### src/rtl/cart_pkg.sv
// -----------------------------------------------------------------------------
// cart_pkg
// Shared types and constants for the Atari 2600 cartridge-type detector:
//   bs_t      bank-switch scheme codes understood by A2601top (force_bs)
//   state_t   detector FSM states
//   SZ_*      ROM image sizes that map to a known bank-switch scheme
//   OP_*      opcode / operand bytes of the bank-switch signatures
// -----------------------------------------------------------------------------
package cart_pkg;

   typedef enum logic [3:0] {
      BS_NONE = 4'd0,
      BS_F8   = 4'd1,
      BS_F6   = 4'd2,
      BS_FE   = 4'd3,
      BS_E0   = 4'd4,
      BS_3F   = 4'd5,
      BS_F4   = 4'd6,
      BS_P2   = 4'd7,
      BS_FA   = 4'd8,
      BS_CV   = 4'd9
   } bs_t;

   typedef enum logic [1:0] {
      ST_IDLE   = 2'd0,
      ST_SCAN   = 2'd1,
      ST_DECIDE = 2'd2,
      ST_DONE   = 2'd3
   } state_t;

   localparam int SZ_2K  = 2048;
   localparam int SZ_4K  = 4096;
   localparam int SZ_8K  = 8192;
   localparam int SZ_12K = 12288;
   localparam int SZ_16K = 16384;
   localparam int SZ_32K = 32768;

   // 3F scheme: "STA $3F" = 85 3F
   localparam logic [7:0] OP_STA_ZP  = 8'h85;
   localparam logic [7:0] OP_3F_ZP   = 8'h3F;
   // E0 scheme: {STA|LDA|BIT} abs with address $1FE0..$1FE7
   localparam logic [7:0] OP_STA_ABS = 8'h8D;
   localparam logic [7:0] OP_LDA_ABS = 8'hAD;
   localparam logic [7:0] OP_BIT_ABS = 8'h2C;
   localparam logic [7:0] OP_E0_HI   = 8'h1F;
   localparam logic [4:0] OP_E0_LO5  = 5'b11100;  // top 5 bits of E0..E7

endpackage

### src/rtl/cart_detect_if.sv
// -----------------------------------------------------------------------------
// cart_detect_if
// HPS ROM-download (ioctl) byte stream as seen by the detector.
//   ioctl_download  high for the whole download
//   ioctl_wr        one-cycle byte strobe
//   ioctl_addr[25]  byte address
//   ioctl_dout[8]   byte data
// Modports: master = HPS side (drives), slave = detector side (observes).
// -----------------------------------------------------------------------------
interface cart_detect_if;
   logic        ioctl_download;
   logic        ioctl_wr;
   logic [24:0] ioctl_addr;
   logic [7:0]  ioctl_dout;

   modport master (
      output ioctl_download,
      output ioctl_wr,
      output ioctl_addr,
      output ioctl_dout
   );

   modport slave (
      input ioctl_download,
      input ioctl_wr,
      input ioctl_addr,
      input ioctl_dout
   );
endinterface

### src/rtl/cart_sig_match.sv
// -----------------------------------------------------------------------------
// cart_sig_match
// Byte history and saturating signature counters for bank-switch detection.
// The match window is the incoming byte plus the two previously accepted bytes,
// so a signature completing on the current byte is counted in the same cycle.
// Ports:
//   clk_sys, reset_n  clock, asynchronous active-low reset
//   clr_i             synchronous clear of history and counters (has priority)
//   en_i              accept byte_i into the history this cycle
//   byte_i[8]         incoming ROM byte
//   hit3f_o[2]        count of "85 3F" pairs, saturating at 3
//   hite0_o[2]        count of "{8D|AD|2C} E0..E7 1F" triples, saturating at 3
// -----------------------------------------------------------------------------
module cart_sig_match
   import cart_pkg::*;
(
   input  logic       clk_sys,
   input  logic       reset_n,
   input  logic       clr_i,
   input  logic       en_i,
   input  logic [7:0] byte_i,
   output logic [1:0] hit3f_o,
   output logic [1:0] hite0_o
);

   logic [1:0][7:0] hist_q, hist_d;   // [0] = previous byte, [1] = the one before
   logic [1:0]      hit3f_q, hit3f_d;
   logic [1:0]      hite0_q, hite0_d;
   logic            match_3f, match_e0;

   function automatic logic [1:0] sat_inc(input logic [1:0] v);
      return (v == 2'd3) ? v : v + 2'd1;
   endfunction

   always_comb begin
      match_3f = (hist_q[0] == OP_STA_ZP) && (byte_i == OP_3F_ZP);
      match_e0 = ((hist_q[1] == OP_STA_ABS) || (hist_q[1] == OP_LDA_ABS) ||
                  (hist_q[1] == OP_BIT_ABS)) &&
                 (hist_q[0][7:3] == OP_E0_LO5) &&
                 (byte_i == OP_E0_HI);
   end

   always_comb begin
      hist_d  = hist_q;
      hit3f_d = hit3f_q;
      hite0_d = hite0_q;
      if (clr_i) begin
         hist_d  = '0;
         hit3f_d = '0;
         hite0_d = '0;
      end else if (en_i) begin
         hist_d = {hist_q[0], byte_i};
         if (match_3f) hit3f_d = sat_inc(hit3f_q);
         if (match_e0) hite0_d = sat_inc(hite0_q);
      end
   end

   always_ff @(posedge clk_sys or negedge reset_n) begin
      if (!reset_n) begin
         hist_q  <= '0;
         hit3f_q <= '0;
         hite0_q <= '0;
      end else begin
         hist_q  <= hist_d;
         hit3f_q <= hit3f_d;
         hite0_q <= hite0_d;
      end
   end

   assign hit3f_o = hit3f_q;
   assign hite0_o = hite0_q;

endmodule

### src/rtl/cart_detect.sv
// -----------------------------------------------------------------------------
// cart_detect
// Streaming cartridge-type detector for the Atari 2600 core. Watches the ioctl
// ROM download, measures the image, counts bank-switch signatures and checks
// for Superchip RAM areas, then latches force_bs / sc / rom_size for A2601top.
// A non-zero ext_bs and a non-auto sc_mode override detection.
//
// Build option: define CART_DETECT_SC_EN to build the Superchip scan. Without
// it sc_ok is constant 0 and auto mode gives sc = ext_sc.
//
// Parameters:
//   MAX_AW          width of rom_size and of the tracked address
// Ports:
//   clk_sys         system clock (ioctl domain)
//   reset_n         asynchronous reset, active low
//   ioctl           ROM download stream (slave modport)
//   ext_bs[4]       bank-switch type from file extension, 0 = none
//   ext_sc          file name ends in "S"
//   sc_mode[2]      0 auto, 1 disable, 2 enable, 3 as 1
//   force_bs[4]     bank-switch type for A2601top
//   sc              Superchip enable
//   rom_size[MAX_AW] address of the last written byte
//   detect_done     high in DONE until the next download starts
// -----------------------------------------------------------------------------
module cart_detect
   import cart_pkg::*;
#(
   parameter int MAX_AW = 17
) (
   input  logic              clk_sys,
   input  logic              reset_n,
   cart_detect_if.slave      ioctl,
   input  logic [3:0]        ext_bs,
   input  logic              ext_sc,
   input  logic [1:0]        sc_mode,
   output logic [3:0]        force_bs,
   output logic              sc,
   output logic [MAX_AW-1:0] rom_size,
   output logic              detect_done
);

   localparam int          NW       = MAX_AW + 1;
   localparam logic [24:0] ADDR_LIM = 25'((64'd1 << MAX_AW) - 64'd1);

   state_t state_q, state_d;
   logic   dl_q;
   logic   rise, fall, scan_wr, decide_en;

   logic [24:0]       expect_q, expect_d;
   logic              seq_err_q, seq_err_d;
   logic              oversize_q, oversize_d;
   logic [MAX_AW-1:0] last_q, last_d;

   logic [3:0]        force_bs_q, force_bs_d;
   logic              sc_q, sc_d;
   logic [MAX_AW-1:0] rom_size_q, rom_size_d;

   logic [1:0]        hit3f, hite0;
   logic              sc_ok;
   logic [NW-1:0]     n_sz;
   bs_t               det;

   // dl_q resets high so a download already in progress when reset is
   // released does not look like a fresh rising edge.
   assign rise    = ioctl.ioctl_download & ~dl_q;
   assign fall    = ~ioctl.ioctl_download & dl_q;
   assign scan_wr = (state_q == ST_SCAN) & ioctl.ioctl_wr;

   // ---------------- FSM: state register ----------------
   always_ff @(posedge clk_sys or negedge reset_n) begin
      if (!reset_n) begin
         state_q <= ST_IDLE;
         dl_q    <= 1'b1;
      end else begin
         state_q <= state_d;
         dl_q    <= ioctl.ioctl_download;
      end
   end

   // ---------------- FSM: next state ----------------
   always_comb begin
      state_d = state_q;
      if (rise) begin
         state_d = ST_SCAN;
      end else begin
         case (state_q)
            ST_SCAN:   if (fall) state_d = ST_DECIDE;
            ST_DECIDE: state_d = ST_DONE;
            default:   state_d = state_q;
         endcase
      end
   end

   // ---------------- FSM: outputs ----------------
   // A restart arriving during DECIDE keeps the previous results.
   always_comb begin
      detect_done = (state_q == ST_DONE);
      decide_en   = (state_q == ST_DECIDE) & ~rise;
   end

   // ---------------- image measurement ----------------
   always_comb begin
      expect_d   = expect_q;
      seq_err_d  = seq_err_q;
      oversize_d = oversize_q;
      last_d     = last_q;
      if (rise) begin
         expect_d   = '0;
         seq_err_d  = 1'b0;
         oversize_d = 1'b0;
         last_d     = '0;
      end else if (scan_wr) begin
         if (ioctl.ioctl_addr != expect_q) seq_err_d  = 1'b1;
         if (ioctl.ioctl_addr > ADDR_LIM)  oversize_d = 1'b1;
         last_d   = (ioctl.ioctl_addr > ADDR_LIM) ? {MAX_AW{1'b1}}
                                                  : ioctl.ioctl_addr[MAX_AW-1:0];
         expect_d = ioctl.ioctl_addr + 25'd1;
      end
   end

   always_ff @(posedge clk_sys or negedge reset_n) begin
      if (!reset_n) begin
         expect_q   <= '0;
         seq_err_q  <= 1'b0;
         oversize_q <= 1'b0;
         last_q     <= '0;
      end else begin
         expect_q   <= expect_d;
         seq_err_q  <= seq_err_d;
         oversize_q <= oversize_d;
         last_q     <= last_d;
      end
   end

   cart_sig_match u_sig (
      .clk_sys (clk_sys),
      .reset_n (reset_n),
      .clr_i   (rise),
      .en_i    (scan_wr),
      .byte_i  (ioctl.ioctl_dout),
      .hit3f_o (hit3f),
      .hite0_o (hite0)
   );

   // ---------------- Superchip scan ----------------
`ifdef CART_DETECT_SC_EN
   // Superchip images leave bytes 000..0FF of every 4K bank as RAM filler:
   // all equal to the byte at offset 0 of that bank.
   logic       sc_ok_q, sc_ok_d;
   logic [7:0] ref_q, ref_d;

   always_comb begin
      sc_ok_d = sc_ok_q;
      ref_d   = ref_q;
      if (rise) begin
         sc_ok_d = 1'b1;
         ref_d   = '0;
      end else if (scan_wr) begin
         if (ioctl.ioctl_addr[11:0] == 12'h000)
            ref_d = ioctl.ioctl_dout;
         else if ((ioctl.ioctl_addr[11:8] == 4'h0) && (ioctl.ioctl_dout != ref_q))
            sc_ok_d = 1'b0;
      end
   end

   always_ff @(posedge clk_sys or negedge reset_n) begin
      if (!reset_n) begin
         sc_ok_q <= 1'b1;
         ref_q   <= '0;
      end else begin
         sc_ok_q <= sc_ok_d;
         ref_q   <= ref_d;
      end
   end

   assign sc_ok = sc_ok_q;
`else
   assign sc_ok = 1'b0;
`endif

   // ---------------- decision ----------------
   function automatic bs_t decide_bs(input logic [NW-1:0] n,
                                     input logic [1:0]    h3f,
                                     input logic [1:0]    he0,
                                     input logic          bad);
      bs_t r;
      r = BS_NONE;
      if (bad) begin
         r = BS_NONE;
      end else if ((n == NW'(SZ_2K)) || (n == NW'(SZ_4K))) begin
         r = BS_NONE;
      end else if ((n == NW'(SZ_8K)) || (n == NW'(SZ_16K))) begin
         if (h3f >= 2'd2)      r = BS_3F;
         else if (he0 >= 2'd2) r = BS_E0;
         else if (n == NW'(SZ_8K)) r = BS_F8;
         else                  r = BS_F6;
      end else if (n == NW'(SZ_12K)) begin
         r = BS_FA;
      end else if (n == NW'(SZ_32K)) begin
         r = (h3f >= 2'd2) ? BS_3F : BS_F4;
      end
      return r;
   endfunction

   always_comb begin
      n_sz = NW'(last_q) + NW'(1);
      det  = decide_bs(n_sz, hit3f, hite0, seq_err_q | oversize_q);

      force_bs_d = force_bs_q;
      sc_d       = sc_q;
      rom_size_d = rom_size_q;
      if (decide_en) begin
         if (ext_bs != 4'd0) force_bs_d = ext_bs;
         else                force_bs_d = det;
         case (sc_mode)
            2'd0:    sc_d = ext_sc | (sc_ok & (n_sz >= NW'(SZ_8K)) & ~seq_err_q);
            2'd2:    sc_d = 1'b1;
            default: sc_d = 1'b0;
         endcase
         rom_size_d = last_q;
      end
   end

   always_ff @(posedge clk_sys or negedge reset_n) begin
      if (!reset_n) begin
         force_bs_q <= '0;
         sc_q       <= 1'b0;
         rom_size_q <= '0;
      end else begin
         force_bs_q <= force_bs_d;
         sc_q       <= sc_d;
         rom_size_q <= rom_size_d;
      end
   end

   assign force_bs = force_bs_q;
   assign sc       = sc_q;
   assign rom_size = rom_size_q;

endmodule

### src/flat_wrapper.sv
// flat-port wrapper written by rule: the top's interface ports become plain ports
module cart_detect_flat import cart_pkg::*;
#(
   parameter int MAX_AW = 17
)
  (clk_sys, reset_n, ext_bs, ext_sc, sc_mode, force_bs, sc, rom_size, detect_done, ioctl_ioctl_download, ioctl_ioctl_wr, ioctl_ioctl_addr, ioctl_ioctl_dout);
  cart_detect_if ioctl_i ();
  input  logic clk_sys;
  input  logic reset_n;
  input  logic [3:0] ext_bs;
  input  logic ext_sc;
  input  logic [1:0] sc_mode;
  output logic [3:0] force_bs;
  output logic sc;
  output logic [MAX_AW-1:0] rom_size;
  output logic detect_done;
  input wire logic [$bits(ioctl_i.ioctl_download)-1:0] ioctl_ioctl_download;
  input wire logic [$bits(ioctl_i.ioctl_wr)-1:0] ioctl_ioctl_wr;
  input wire logic [$bits(ioctl_i.ioctl_addr)-1:0] ioctl_ioctl_addr;
  input wire logic [$bits(ioctl_i.ioctl_dout)-1:0] ioctl_ioctl_dout;
  assign ioctl_i.ioctl_download = ioctl_ioctl_download;
  assign ioctl_i.ioctl_wr = ioctl_ioctl_wr;
  assign ioctl_i.ioctl_addr = ioctl_ioctl_addr;
  assign ioctl_i.ioctl_dout = ioctl_ioctl_dout;
  cart_detect #(.MAX_AW(MAX_AW)) u_core (.clk_sys(clk_sys), .reset_n(reset_n), .ioctl(ioctl_i), .ext_bs(ext_bs), .ext_sc(ext_sc), .sc_mode(sc_mode), .force_bs(force_bs), .sc(sc), .rom_size(rom_size), .detect_done(detect_done));
endmodule
### config.mk
export PLATFORM = sky130hd
export DESIGN_NAME = cart_detect_flat
export DESIGN_NICKNAME = d
export VERILOG_FILES = /design/src/rtl/cart_pkg.sv /design/src/rtl/cart_detect_if.sv /design/src/rtl/cart_sig_match.sv /design/src/rtl/cart_detect.sv /design/src/flat_wrapper.sv
export SDC_FILE = /design/constraint.sdc
export NUM_CORES = 1
export LEC_CHECK = 0
export ABC_AREA = 1
export CELL_PAD_IN_SITES_DETAIL_PLACEMENT = 1
export CELL_PAD_IN_SITES_GLOBAL_PLACEMENT = 2
export CORE_UTILIZATION = 37
export CTS_CLUSTER_SIZE = 8
export DETAILED_ROUTE_END_ITERATION = 8
export DONT_BUFFER_PORTS = 1
export PLACE_DENSITY = 0.85
export SYNTH_ARGS = -nofsm -noshare
export SYNTH_HDL_FRONTEND = slang
export SYNTH_SLANG_ARGS = --single-unit
### constraint.sdc
create_clock -name clk_sys -period 2.3 [get_ports clk_sys]
set_input_delay 0.46 -clock clk_sys [delete_from_list [all_inputs] [get_ports clk_sys]]
set_output_delay 0.46 -clock clk_sys [all_outputs]
set_load 0.01 [all_outputs]
==> results.md, run 1 <==
* Total global routing track utilization at 21.1%
* P per Cell Area at 1090 mW/mm^2
* Antenna-violating nets left at 0
* Post-Syn Area at 0.00504 mm^2
* Yosys warnings at 0
* Detailed Route WL at 13,800 um
* Number of DRC markers after the initial detailed-route iteration at 195
* I/O Buffers at 0
* Placement row count at 42
* Share of async-settable or async-resettable flops after synthesis at 100%
* Placed cell area at 0.00523 mm^2
* Worst setup path class: flip-flop to flip-flop
* Count of different cell masters after synthesis at 42
* Count of max-cap constraint violations at 0
* Top-level I/O count at 67
* Clock-pin slew reported for the worst setup and hold paths after clock tree synthesis at 0.06 ns
* Total congestion overflow at 0
* Maximum vdd drop at 0.425 mV
* TritonRoute pass-1 iters at 4
* Type of element launching the critical path: flip-flop
* Layout Cell Area excl Fill at 0.00553 mm^2
* Final worst-path setup slack at 0.310 ns
* Detail-routed net length per standard cell at 16.2 um
* Area Growth Syn to Fin at 9.74%
* Die Y-Extent at 119 um
* Portion of the clock cycle consumed by the worst path in the final layout at 86.5%
* Relative slew slack at 49.3%
* Post-Syn Nets at 729
* Count of flip-flops with a built-in enable after synthesis at 0
* Final number of hold-violating endpoints at 88
* Clock tree from TritonCTS: yes
* Buffer depth of the longest clock path at 2
* Post-route DRC violation count at 0
* Hold WS at -0.196 ns
* Number of H-tree branching levels at 3
* Result of the run: finished, violations left
* Starting utilization of the core area at 38.0%
* Number of slew-limit violations in the final report at 0
* DIE WIDTH at 119 um
* Antenna violations before repair at 0
* Clock tree sinks at 89
* Via count at 4,445
* Root buffer selected by CTS: sky130_fd_sc_hd__clkbuf_16
* Core utilization of the finished layout at 41.7%
* Die Outline Area at 0.0141 mm^2
* Number of setup violations in the final report at 0
* Sequential cell area fraction in the yosys report at 44.2%
* Clock latency on the worst-skew pair at 0.35 ns
* Average vias per placed instance at 5.20
* Actual transition at the worst max-transition pin at 0.760 ns
* Crit-path max FO at 20
* Number of buffers added by the clock tree synthesis step at 9
* Routability-driven placement congestion ratio at 0.825
* Via count of the first global-routing pass at 4,782
* Element type at the critical path end: flip-flop
* Share of final-layout standard cells stronger than drive strength 1 at 7.81%
* Failing checks: negative hold slack
* Setup repair after global routing missed its margin: false
* Antenna cell count at 0
* Total half-perimeter wirelength after legalization and detailed placement at 10,100 um
* Core Box Area at 0.0132 mm^2
* Required time at the worst-slack endpoint at 2.53 ns
* Post-Syn Instances at 677
* Pin count of the biggest net entering global routing at 90
* Summed negative setup slack over all endpoints at 0 ns
* Post-layout nets at 727
* Tmin final at 1.99 ns
* Wire length of the first global-routing pass at 23,700 um
* Synth Flop Type: sky130_fd_sc_hd__dfrtp_1
* Maximum frequency from static timing analysis at 502 MHz
* Place WS at 0.200 ns
* Leakage power figure at 2.68 nW
* Max Clock Skew at 0.0111 ns
* Synthesized area per cell at 7.44 um^2
* Class of the tightest hold or removal check: input port to asynchronous set/reset pin
* Yosys reg bits at 89
* CP Data Arrival Time at 2.22 ns
==> synth_stat cells, types with 5 or more instances <==
cell type,instances,area (um^2)
sky130_fd_sc_hd__xnor2_1,13,114
sky130_fd_sc_hd__dfrtp_1,88,2200
sky130_fd_sc_hd__nand4_1,17,106
sky130_fd_sc_hd__nor3_1,11,55.1
sky130_fd_sc_hd__nand3_2,5,50.1
sky130_fd_sc_hd__nand3_1,53,265
sky130_fd_sc_hd__inv_1,80,300
sky130_fd_sc_hd__a21oi_1,18,90.1
sky130_fd_sc_hd__ha_1,8,100
sky130_fd_sc_hd__nor4_1,8,50.1
sky130_fd_sc_hd__or2_2,6,37.5
sky130_fd_sc_hd__nor2_1,55,206
sky130_fd_sc_hd__nor2_2,6,37.5
sky130_fd_sc_hd__o21ai_0,31,155
sky130_fd_sc_hd__nand2_1,210,788
sky130_fd_sc_hd__o22ai_1,11,68.8
sky130_fd_sc_hd__clkbuf_1,15,56.3
==> per-layer routing <==
layer / global-route usage [%] / routed length, um / vias up
li1: - / - / 2193
met1: 27.6 / 6640 / 2161
met2: 34.4 / 6380 / 77
met3: 4.30 / 599 / 14
met4: 7.67 / 203 / 0
met5: 0 / 0 / -
==> worst max-delay path, cell delays in order, from the launching register on <==
cell	delay, ns
sky130_fd_sc_hd__dfrtp_1	0.40
sky130_fd_sc_hd__inv_1	0.09
sky130_fd_sc_hd__ha_1	0.18
sky130_fd_sc_hd__nand2_1	0.12
sky130_fd_sc_hd__inv_1	0.14
sky130_fd_sc_hd__nor2_2	0.06
sky130_fd_sc_hd__inv_1	0.08
sky130_fd_sc_hd__buf_4	0.28
sky130_fd_sc_hd__nand4_1	0.23
sky130_fd_sc_hd__o21ai_0	0.23
sky130_fd_sc_hd__a21oi_1	0.06
==> area by class of cell <==
class | count | area, um^2
clock buffers | 12 | 256
flip-flops and latches | 89 | 2230
well taps | 176 | 220
fillers | 1685 | 7710
inverters | 81 | 304
clock inverters | 3 | 40.0
repair buffers | 6 | 45.0
multi-input cells | 488 | 2430
==> flip-flops by register name, indices dropped and copies added (netlist names) <==
register              flops
u_core.seq_err_q          1
u_core.last_q            17
u_core.state_q            2
u_core.u_sig.hite0_o      2
u_core.dl_q               1
u_core.u_sig.hit3f_o      2
u_core.oversize_q         1
u_core.force_bs           4
u_core.expect_q          25
u_core.sc                 1
u_core.rom_size          17
u_core.u_sig.hist_q      16
==> through the flow <==
step	total power, mW	hold WS (ns)	cells
after detailed placement	4.56	0.168	840
after CTS	6.11	-0.208	855
after global placement	4.45	0.168	840
final	6.03	-0.196	855
after floorplan	4.01	0.164	677
after global routing	6.51	-0.212	855
==> report_power, final <==
part | switching, mW | total, mW | internal, mW
Sequential | 0.555 | 2.70 | 2.15
Combinational | 1.14 | 1.81 | 0.668
Clock | 0.628 | 1.52 | 0.893
Total | 2.33 | 6.03 | 3.71
==> kinds of logic (layout without fill, tap and decap cells) <==
logic type                 after synthesis  count (layout)  share of synthesized area [%]
adders and majority gates                8               8                           1.99
buffers and inverters                  100             102                           7.63
xor gates and xnor gates                17              17                           2.96
and+or+nand+nor                        380             380                           33.3
AOI/OAI and AO/OA                       83              83                           9.94
DFF                                     89              89                           44.2
==> cell usage in the layout, fill, tap and decap left out, types with 8 or more instances in the layout <==
cell type and instances:
sky130_fd_sc_hd__nand2_1 210, sky130_fd_sc_hd__nor3_1 11, sky130_fd_sc_hd__xnor2_1 13, sky130_fd_sc_hd__nor2_1 52, sky130_fd_sc_hd__nand3_1 53, sky130_fd_sc_hd__dfrtp_1 87
sky130_fd_sc_hd__o21ai_0 31, sky130_fd_sc_hd__clkbuf_16 9, sky130_fd_sc_hd__inv_1 80, sky130_fd_sc_hd__ha_1 8, sky130_fd_sc_hd__nor4_1 8, sky130_fd_sc_hd__nand4_1 17
sky130_fd_sc_hd__o22ai_1 11, sky130_fd_sc_hd__nor2_2 9, sky130_fd_sc_hd__a21oi_1 18
==> path summary, 6_finish.rpt <==
kind	cells past startpoint	end	slack, ns	from
setup / recovery	10	u_core.u_sig.hit3f_o[1]	0.31	u_core.state_q[1]
hold / removal	0	u_core.rom_size[7]	-0.20	reset_n
setup reg to reg	10	u_core.u_sig.hit3f_o[1]	0.31	u_core.state_q[1]
hold reg to reg	2	u_core.oversize_q	0.49	u_core.oversize_q
max in group asynchronous	0	u_core.dl_q	2.27	reset_n
min in group clk_sys	0	u_core.dl_q	0.11	ioctl_ioctl_download
==> what timing repair did <==
| action | in CTS | in global routing |
|---|---|---|
| hold endpoints to repair | 89 | 89 |
| endpoints found under the setup margin | 0 | 1 |
| resized for setup | 0 | 3 |
| setup buffers | 0 | 0 |
Note: power is estimated with default switching activity, not from simulation.
==> inputs of run 2 (changes only) <==
--- a/config.mk
+++ b/config.mk
@@ -13,6 +13,7 @@
 export DETAILED_ROUTE_END_ITERATION = 8
 export DONT_BUFFER_PORTS = 1
 export PLACE_DENSITY = 0.85
+export SETUP_SLACK_MARGIN = 0.5
 export SYNTH_ARGS = -nofsm -noshare
 export SYNTH_HDL_FRONTEND = slang
 export SYNTH_SLANG_ARGS = --single-unit
==> run 2 against run 1 <==
  * The run still ends with negative hold slack left
  * Non-clock buffer count rose by 40
  * Setup slack improved by 0.11 ns
  * Maximum frequency up 6.0%
  * Sequential cell count unchanged
  * Total power rose by 22%
  * Highest routed layer unchanged
  * Combinational power rose by 48%
  * Worst hold slack worse by 0.0051 ns
  * Cell count rose by 5.0%
==> results.md, run 2 (same netlist as run 1, synthesis figures left out) <==
* Setup repair after global routing missed its margin: true
* Portion of the clock cycle consumed by the worst path in the final layout at 81.6% (-4.9 points)
* Relative slew slack at 63.1% (+14 points)
* CP Data Arrival Time at 2.13 ns (-0.09 ns)
* Routability-driven placement congestion ratio at 0.841 (+2.0%)
* Placed cell area at 0.00524 mm^2 (+0.24%)
* Starting utilization of the core area at 38.0% (unchanged)
* Class of the tightest hold or removal check: input port to asynchronous set/reset pin
* Worst stage delay on the critical path at 0.51 ns (+0.11 ns)
* Required time at the worst-slack endpoint at 2.55 ns (+0.02 ns)
* I/O Buffers at 0 (unchanged)
* Leakage power figure at 2.96 nW (+11%)
* Largest Register: u_core.expect_q
* Crit-path most repeated cell: sky130_fd_sc_hd__inv_1
* Most common cell after layout, fill and taps aside: sky130_fd_sc_hd__nand2_1
* Number of slew-limit violations in the final report at 0 (unchanged)
* Failing checks: negative hold slack
* Layout fillers at 1,634 (-3.0%)
* Hold WS at -0.201 ns (-0.00515 ns)
* Placement row count at 42 (unchanged)
* Worst-case reg-to-reg path depth at 6 (-4)
* Wire length of the first global-routing pass at 25,000 um (+5.5%)
* Element type at the critical path end: flip-flop
* Total global routing track utilization at 22.7% (+1.5 points)
* Detailed Route WL at 15,800 um (+14%)
* Antenna violations before repair at 0 (unchanged)
* Total congestion overflow at 0 (unchanged)
* Number of buffers added by the clock tree synthesis step at 9 (unchanged)
* Number of flip-flops under the largest register name at 25 (unchanged)
* Number of setup violations in the final report at 0 (unchanged)
* Die Outline Area at 0.0141 mm^2 (unchanged)
* Count of max-cap constraint violations at 0 (unchanged)
* Core utilization of the finished layout at 47.9% (+6.2 points)
* Summed negative setup slack over all endpoints at 0 ns (unchanged)
* GR Layer Usage met3 at 3.52% (-0.77 points)
* Critical Path, Cell by Cell: inv_1, nand2_1, inv_1, nor2_4, clkinvlp_2, o21ai_0
* Result of the run: finished, violations left
* Top-level I/O count at 67 (unchanged)
* Root buffer selected by CTS: sky130_fd_sc_hd__clkbuf_16
* Antenna-violating nets left at 0 (unchanged)
* Actual transition at the worst max-transition pin at 0.549 ns (-0.211 ns)
* Max Clock Skew at 0.00686 ns (-0.00420 ns)
* Via count at 4,728 (+6.4%)
* Post-layout nets at 769 (+5.8%)
* Clock-pin slew reported for the worst setup and hold paths after clock tree synthesis at 0.07 ns (about the same)
* Die Y-Extent at 119 um (unchanged)
* Type of element launching the critical path: flip-flop
* Crit-path max FO at 11 (-45%)
* Clock latency on the worst-skew pair at 0.35 ns (about the same)
* Tmin final at 1.88 ns (-0.113 ns)
* Detail-routed net length per standard cell at 17.6 um (+8.6%)
* Total half-perimeter wirelength after legalization and detailed placement at 10,000 um (-1.0%)
* Average vias per placed instance at 5.27 (+1.3%)
* TritonRoute pass-1 iters at 4 (unchanged)
* Maximum vdd drop at 0.425 mV (about the same)
* Clock tree from TritonCTS: yes
* Highest-count cells in the layout ignoring fill and taps: sky130_fd_sc_hd__nand2_1 (178), sky130_fd_sc_hd__dfrtp_1 (79), sky130_fd_sc_hd__inv_1 (72), sky130_fd_sc_hd__nand3_1 (44), sky130_fd_sc_hd__buf_4 (40)
* Area Growth Syn to Fin at 26.1%
* Antenna cell count at 0 (unchanged)
* Core Box Area at 0.0132 mm^2 (unchanged)
* Pin count of the biggest net entering global routing at 90 (unchanged)
* Cell type of the slowest stage on the worst timing path: sky130_fd_sc_hd__dfstp_2
* Post-route DRC violation count at 0 (unchanged)
* Number of DRC markers after the initial detailed-route iteration at 207 (+6.2%)
* P per Cell Area at 1160 mW/mm^2 (+6.5%)
* Worst setup path class: flip-flop to flip-flop
* DIE WIDTH at 119 um (unchanged)
* Number of H-tree branching levels at 3 (unchanged)
* Routing layer with the top usage in global route: met2
* Buffer depth of the longest clock path at 2 (unchanged)
* Maximum frequency from static timing analysis at 533 MHz (+6.0%)
* Met2 track utilization from global routing at 37.5% (+3.0 points)
* Clock tree sinks at 89 (unchanged)
* Routing usage on met1 at 29.5% (+1.9 points)
* Final number of hold-violating endpoints at 88 (unchanged)
* Share of final-layout standard cells stronger than drive strength 1 at 25.2% (+17 points)
* Layout Cell Area excl Fill at 0.00635 mm^2 (+15%)
* Via count of the first global-routing pass at 4,925 (+3.0%)
run 2: cell types whose count changed in the layout (fill, tap and decap cells not counted), sizes merged:
cell	delta
buf	+39
bufbuf	+1
bufinv	+4
clkbuf	-1
clkinv	-2
clkinvlp	+4
inv	-2
run 2: worst paths after layout:
| path | slack (ns) | endpoint | startpoint |
|---|---|---|---|
| worst max-delay path | 0.42 | u_core.u_sig.hist_q[6] | u_core.dl_q |
| worst min-delay path | -0.20 | u_core.rom_size[9] | reset_n |
| worst max register to register | 0.42 | u_core.u_sig.hist_q[6] | u_core.dl_q |
| worst min register to register | 0.49 | u_core.seq_err_q | u_core.seq_err_q |
| max in group asynchronous | 2.26 | u_core.dl_q | reset_n |
| min in group clk_sys | 0.10 | u_core.dl_q | ioctl_ioctl_download |
run 2: repair_timing:
item | in CTS | in global routing
setup endpoints to repair | 44 | 65
endpoints found under the hold margin | 89 | 89
setup buffers | 10 | 29
pin swaps | 2 | 29
cloned | 1 | 2
resized for setup | 30 | 86
run 2: where the power goes:
part | total [mW] | internal, mW | leakage (nW) | switching [mW]
Combinational | 2.68 | 1.13 | 1.63 | 1.55
Clock | 1.97 | 1.31 | 0.190 | 0.656
Sequential | 2.73 | 2.16 | 1.14 | 0.572
run 2: critical path, delay by kind of cell (launching register included):
kind                   cells  cell delay [ns]
DFF                        1             0.51
AOI/OAI and AO/OA          1             0.31
and+or+nand+nor            2             0.29
buffers and inverters      3             0.66
run 2: layer usage:
metal  share of wire, %  vias up
li1                   -     2280
met1                 45     2333
met2                 49       93
met3                3.7       22
met4                1.9        0
met5                  0        -
run 2: layout make-up:
| type | instances | area, um^2 | share of cell area, % |
|---|---|---|---|
| tap | 176 | 220 | 3.47 |
| timing repair inverter | 2 | 10.0 | 0.158 |
| sequential | 89 | 2240 | 35.3 |
| clock buffer | 11 | 243 | 3.82 |
| clock inverter | 5 | 150 | 2.36 |
| inverter | 81 | 312 | 4.91 |
| timing repair buffer | 46 | 398 | 6.27 |
| multi-input combinational | 488 | 2780 | 43.7 |
run 2: metrics by stage:
stage / hold WS (ns) / instances / worst slack (ns) / total power, mW
after detailed placement: 0.167 / 840 / 0.259 / 4.58
after global placement: 0.167 / 840 / 0.346 / 4.46
after floorplan: 0.164 / 677 / 0.507 / 4.01
after CTS: -0.218 / 867 / 0.393 / 6.80
after global routing: -0.222 / 898 / 0.297 / 7.87
final: -0.201 / 898 / 0.423 / 7.38
==> inputs of run 3 (changes only) <==
--- a/config.mk
+++ b/config.mk
@@ -8,11 +8,11 @@
 export ABC_AREA = 1
 export CELL_PAD_IN_SITES_DETAIL_PLACEMENT = 1
 export CELL_PAD_IN_SITES_GLOBAL_PLACEMENT = 2
-export CORE_UTILIZATION = 37
+export CORE_UTILIZATION = 33
 export CTS_CLUSTER_SIZE = 8
 export DETAILED_ROUTE_END_ITERATION = 8
 export DONT_BUFFER_PORTS = 1
-export PLACE_DENSITY = 0.85
+export PLACE_DENSITY = 0.81
 export SETUP_SLACK_MARGIN = 0.5
 export SYNTH_ARGS = -nofsm -noshare
 export SYNTH_HDL_FRONTEND = slang
==> constraint.sdc (replaced) <==
create_clock -name clk_sys -period 1.5 [get_ports clk_sys]
set_input_delay 0.3 -clock clk_sys [delete_from_list [all_inputs] [get_ports clk_sys]]
set_output_delay 0.3 -clock clk_sys [all_outputs]
set_load 0.01 [all_outputs]
==> run 3 against run 2 <==
  * The run ends with design-rule violations, negative hold slack, negative setup slack left
  * Cell count increased by 9.7%
  * Core utilization up 5.6 points
  * Maximum frequency increased by 7.1%
  * Via count increased by 7.4%
  * Register-to-register slack lost 0.68 ns
  * First-iteration DRC count grew 17%
  * Clock skew about the same
  * Critical endpoint is now u_core.force_bs[0]
  * Largest power group is now combinational cells
==> results.md, run 3 (same netlist as run 1, synthesis figures left out) <==
* Result of the run: finished, violations left
* Failing checks: design-rule violations, negative hold slack, negative setup slack
* Cell Int Power at 7.93 mW (+72%)
* Reported net switching power at 5.20 mW (+87%)
* Final worst-path setup slack at -0.252 ns (-0.676 ns)
* Clk pwr share at 19.6% (-7.1 points)
* Via count of the first global-routing pass at 5,770 (+17%)
* Average vias per placed instance at 5.16 (-2.0%)
* Post-route DRC violation count at 6 (+6)
* Top-level I/O count at 67 (unchanged)
* Cell Count, Final, Fillers Out at 985 (+9.7%)
* Detail-routed net length per standard cell at 19.2 um (+9.3%)
* Layout Cell Area excl Fill at 0.00787 mm^2 (+24%)
* Sequential group share of total power at 32.3% (-4.7 points)
* Maximum vdd drop at 0.673 mV (+58%)
* Max Clock Skew at 0.00652 ns (-0.000344 ns)
* Worst R2R Setup Slack at -0.25 ns (-0.68 ns)
* DIE WIDTH at 126 um (+5.8%)
* Actual transition at the worst max-transition pin at 0.469 ns (-0.0806 ns)
* Pin count of the biggest net entering global routing at 90 (unchanged)
* TritonRoute pass-1 iters at 7 (+3)
* Portion of the clock cycle consumed by the worst path in the final layout at 117% (+35 points)
* Number of setup violations in the final report at 65 (+65)
* Tmin final at 1.75 ns (-0.124 ns)
* Number of flip-flops under the largest register name at 25 (unchanged)
* Number of DRC markers after the initial detailed-route iteration at 242 (+17%)
* Total global routing track utilization at 24.0% (+1.4 points)
* Element type at the critical path end: flip-flop
* Clock tree from TritonCTS: yes
* Number of H-tree branching levels at 3 (unchanged)
* Routability-driven placement congestion ratio at 0.846 (+0.58%)
* Starting utilization of the core area at 34.3% (-3.8 points)
* Placed cell area at 0.00593 mm^2 (+13%)
* Total power draw at 13.1 mW (+78%)
* Buffer depth of the longest clock path at 2 (unchanged)
* Detailed Route WL at 18,900 um (+20%)
* Core Box Area at 0.0147 mm^2 (+11%)
* Combinational Power Share at 48.1% (+12 points)
* Share of final-layout standard cells stronger than drive strength 1 at 44.9% (+20 points)
* Most common cell after layout, fill and taps aside: sky130_fd_sc_hd__nand2_1
* Startpoint of the lowest-slack register-to-register path: u_core.last_q[6]
* CP Data Arrival Time at 2.03 ns (-0.10 ns)
* Antenna cell count at 0 (unchanged)
* I/O Buffers at 0 (unchanged)
* Clock latency on the worst-skew pair at 0.36 ns (about the same)
* Relative slew slack at 68.7% (+5.6 points)
* Total half-perimeter wirelength after legalization and detailed placement at 11,200 um (+12%)
* Area Growth Syn to Fin at 56.3%
* Number of instances in the placed design at 916 (+9.0%)
* Post-layout nets at 848 (+10%)
* Wire length of the first global-routing pass at 29,400 um (+18%)
* P per Cell Area at 1670 mW/mm^2 (+43%)
* Clock tree sinks at 89 (unchanged)
* Largest Register: u_core.expect_q
* Highest-count cells in the layout ignoring fill and taps: sky130_fd_sc_hd__nand2_1 (154), sky130_fd_sc_hd__buf_4 (83), sky130_fd_sc_hd__dfrtp_1 (77), sky130_fd_sc_hd__inv_1 (61), sky130_fd_sc_hd__nand2_2 (40)
* Switching share of total power at 39.6% (+1.9 points)
* Antenna-violating nets left at 0 (unchanged)
* Class of the tightest hold or removal check: input port to asynchronous set/reset pin
* Number of buffers added by the clock tree synthesis step at 9 (unchanged)
* Die Outline Area at 0.0158 mm^2 (+12%)
* Crit-path max FO at 7 (-4)
* Core utilization of the finished layout at 53.6% (+5.6 points)
* Worst setup path class: flip-flop to flip-flop
* Via count at 5,080 (+7.4%)
* Leakage power figure at 3.64 nW (+23%)
* Setup repair after global routing missed its margin: true
* Die Y-Extent at 126 um (+5.8%)
* Summed negative setup slack over all endpoints at -7.12 ns (-7.12 ns)
* Worst reg2reg endpoint: u_core.force_bs[0]
* Maximum frequency from static timing analysis at 571 MHz (+7.1%)
* Number of slew-limit violations in the final report at 0 (unchanged)
* Placement row count at 44 (+4.8%)
* Launching instance or port of the critical path: u_core.last_q[6]
* Type of element launching the critical path: flip-flop
* Final number of hold-violating endpoints at 89 (+1.1%)
* Clock-pin slew reported for the worst setup and hold paths after clock tree synthesis at 0.07 ns (about the same)
* Count of max-cap constraint violations at 0 (unchanged)
* Hold WS at -0.368 ns (-0.167 ns)
* Antenna violations before repair at 0 (unchanged)
* Root buffer selected by CTS: sky130_fd_sc_hd__clkbuf_16
* Worst-case reg-to-reg path depth at 12 (+6)
* Number of hold buffers added after CTS at 1
* Total congestion overflow at 0 (unchanged)
* Required time at the worst-slack endpoint at 1.78 ns (-0.77 ns)
==> run 3: cell types whose count changed in the layout (fill, tap and decap cells not counted), moves of 14 or more <==
| cell | change |
|---|---|
| sky130_fd_sc_hd__nand2_1 | -24 |
| sky130_fd_sc_hd__buf_4 | +43 |
| sky130_fd_sc_hd__buf_6 | +14 |
| sky130_fd_sc_hd__o21ai_0 | -26 |
| sky130_fd_sc_hd__o21ai_2 | +17 |
| sky130_fd_sc_hd__nand2_4 | +14 |
==> run 3: metal layers <==
layer / up-vias / track usage (%) / share of wire [%]
li1: 2456 / - / -
met3: 28 / 3.68 / 3.2
met4: 0 / 10.7 / 2.6
met2: 98 / 43.3 / 52
met1: 2498 / 28.1 / 42
met5: - / 0 / 0
==> run 3: cell type report <==
| class | instances | area (um^2) |
|---|---|---|
| Tap cell | 184 | 230 |
| Sequential cell | 89 | 2240 |
| Timing Repair Buffer | 123 | 1300 |
| Timing Repair inverter | 1 | 11.3 |
| Clock buffer | 10 | 239 |
| Inverter | 81 | 340 |
| Fill cell | 1671 | 6830 |
| Multi-Input combinational cell | 491 | 3420 |
| Clock inverter | 6 | 90.1 |
==> run 3: critical path: stages, from the launching register on <==
cell and delay, ns:
sky130_fd_sc_hd__dfrtp_2 0.44, sky130_fd_sc_hd__nand2_2 0.08, sky130_fd_sc_hd__inv_2 0.07, sky130_fd_sc_hd__buf_4 0.10, sky130_fd_sc_hd__buf_4 0.09, sky130_fd_sc_hd__nand4_1 0.12, sky130_fd_sc_hd__nand2_2 0.13, sky130_fd_sc_hd__nand3_4 0.09
sky130_fd_sc_hd__nor2_4 0.18, sky130_fd_sc_hd__nand3_1 0.10, sky130_fd_sc_hd__nor2_1 0.11, sky130_fd_sc_hd__nor2_1 0.04, sky130_fd_sc_hd__a21oi_1 0.13
==> run 3: how the worst max path moves through the flow <==
stage,endpoint,depth (start not counted)
5_1_grt,u_core.force_bs[0],13
3_5_place_dp,u_core.last_q[2],8
4_1_cts,u_core.force_bs[2],14
3_3_place_gp,u_core.last_q[3],8
6_report,u_core.force_bs[0],12
2_1_floorplan,u_core.last_q[10],9
==> run 3: what timing repair did <==
item	in CTS	in global routing
gates cloned	11	1
setup endpoints to repair	111	111
hold endpoints to repair	90	89
setup buffers	31	9
pin swaps	51	43
resized for setup	178	89
==> run 3: metrics by stage <==
step	setup WS [ns]	hold slack (ns)
floorplan	-0.129	0.00441
global placement	-0.436	0.00735
detailed placement	-0.565	0.00872
CTS	-0.289	-0.374
global route	-0.391	-0.370
finish	-0.252	-0.368
==> run 3: power groups by stage <==
stage          Sequential [mW]  Clock, mW  Combinational [mW]
2_1_floorplan             3.97          0                2.57
3_3_place_gp              4.07          0                3.66
3_5_place_dp              4.11          0                3.81
4_1_cts                   4.14       2.62                5.66
5_1_grt                   4.34       2.69                6.82
6_report                  4.24       2.57                6.32
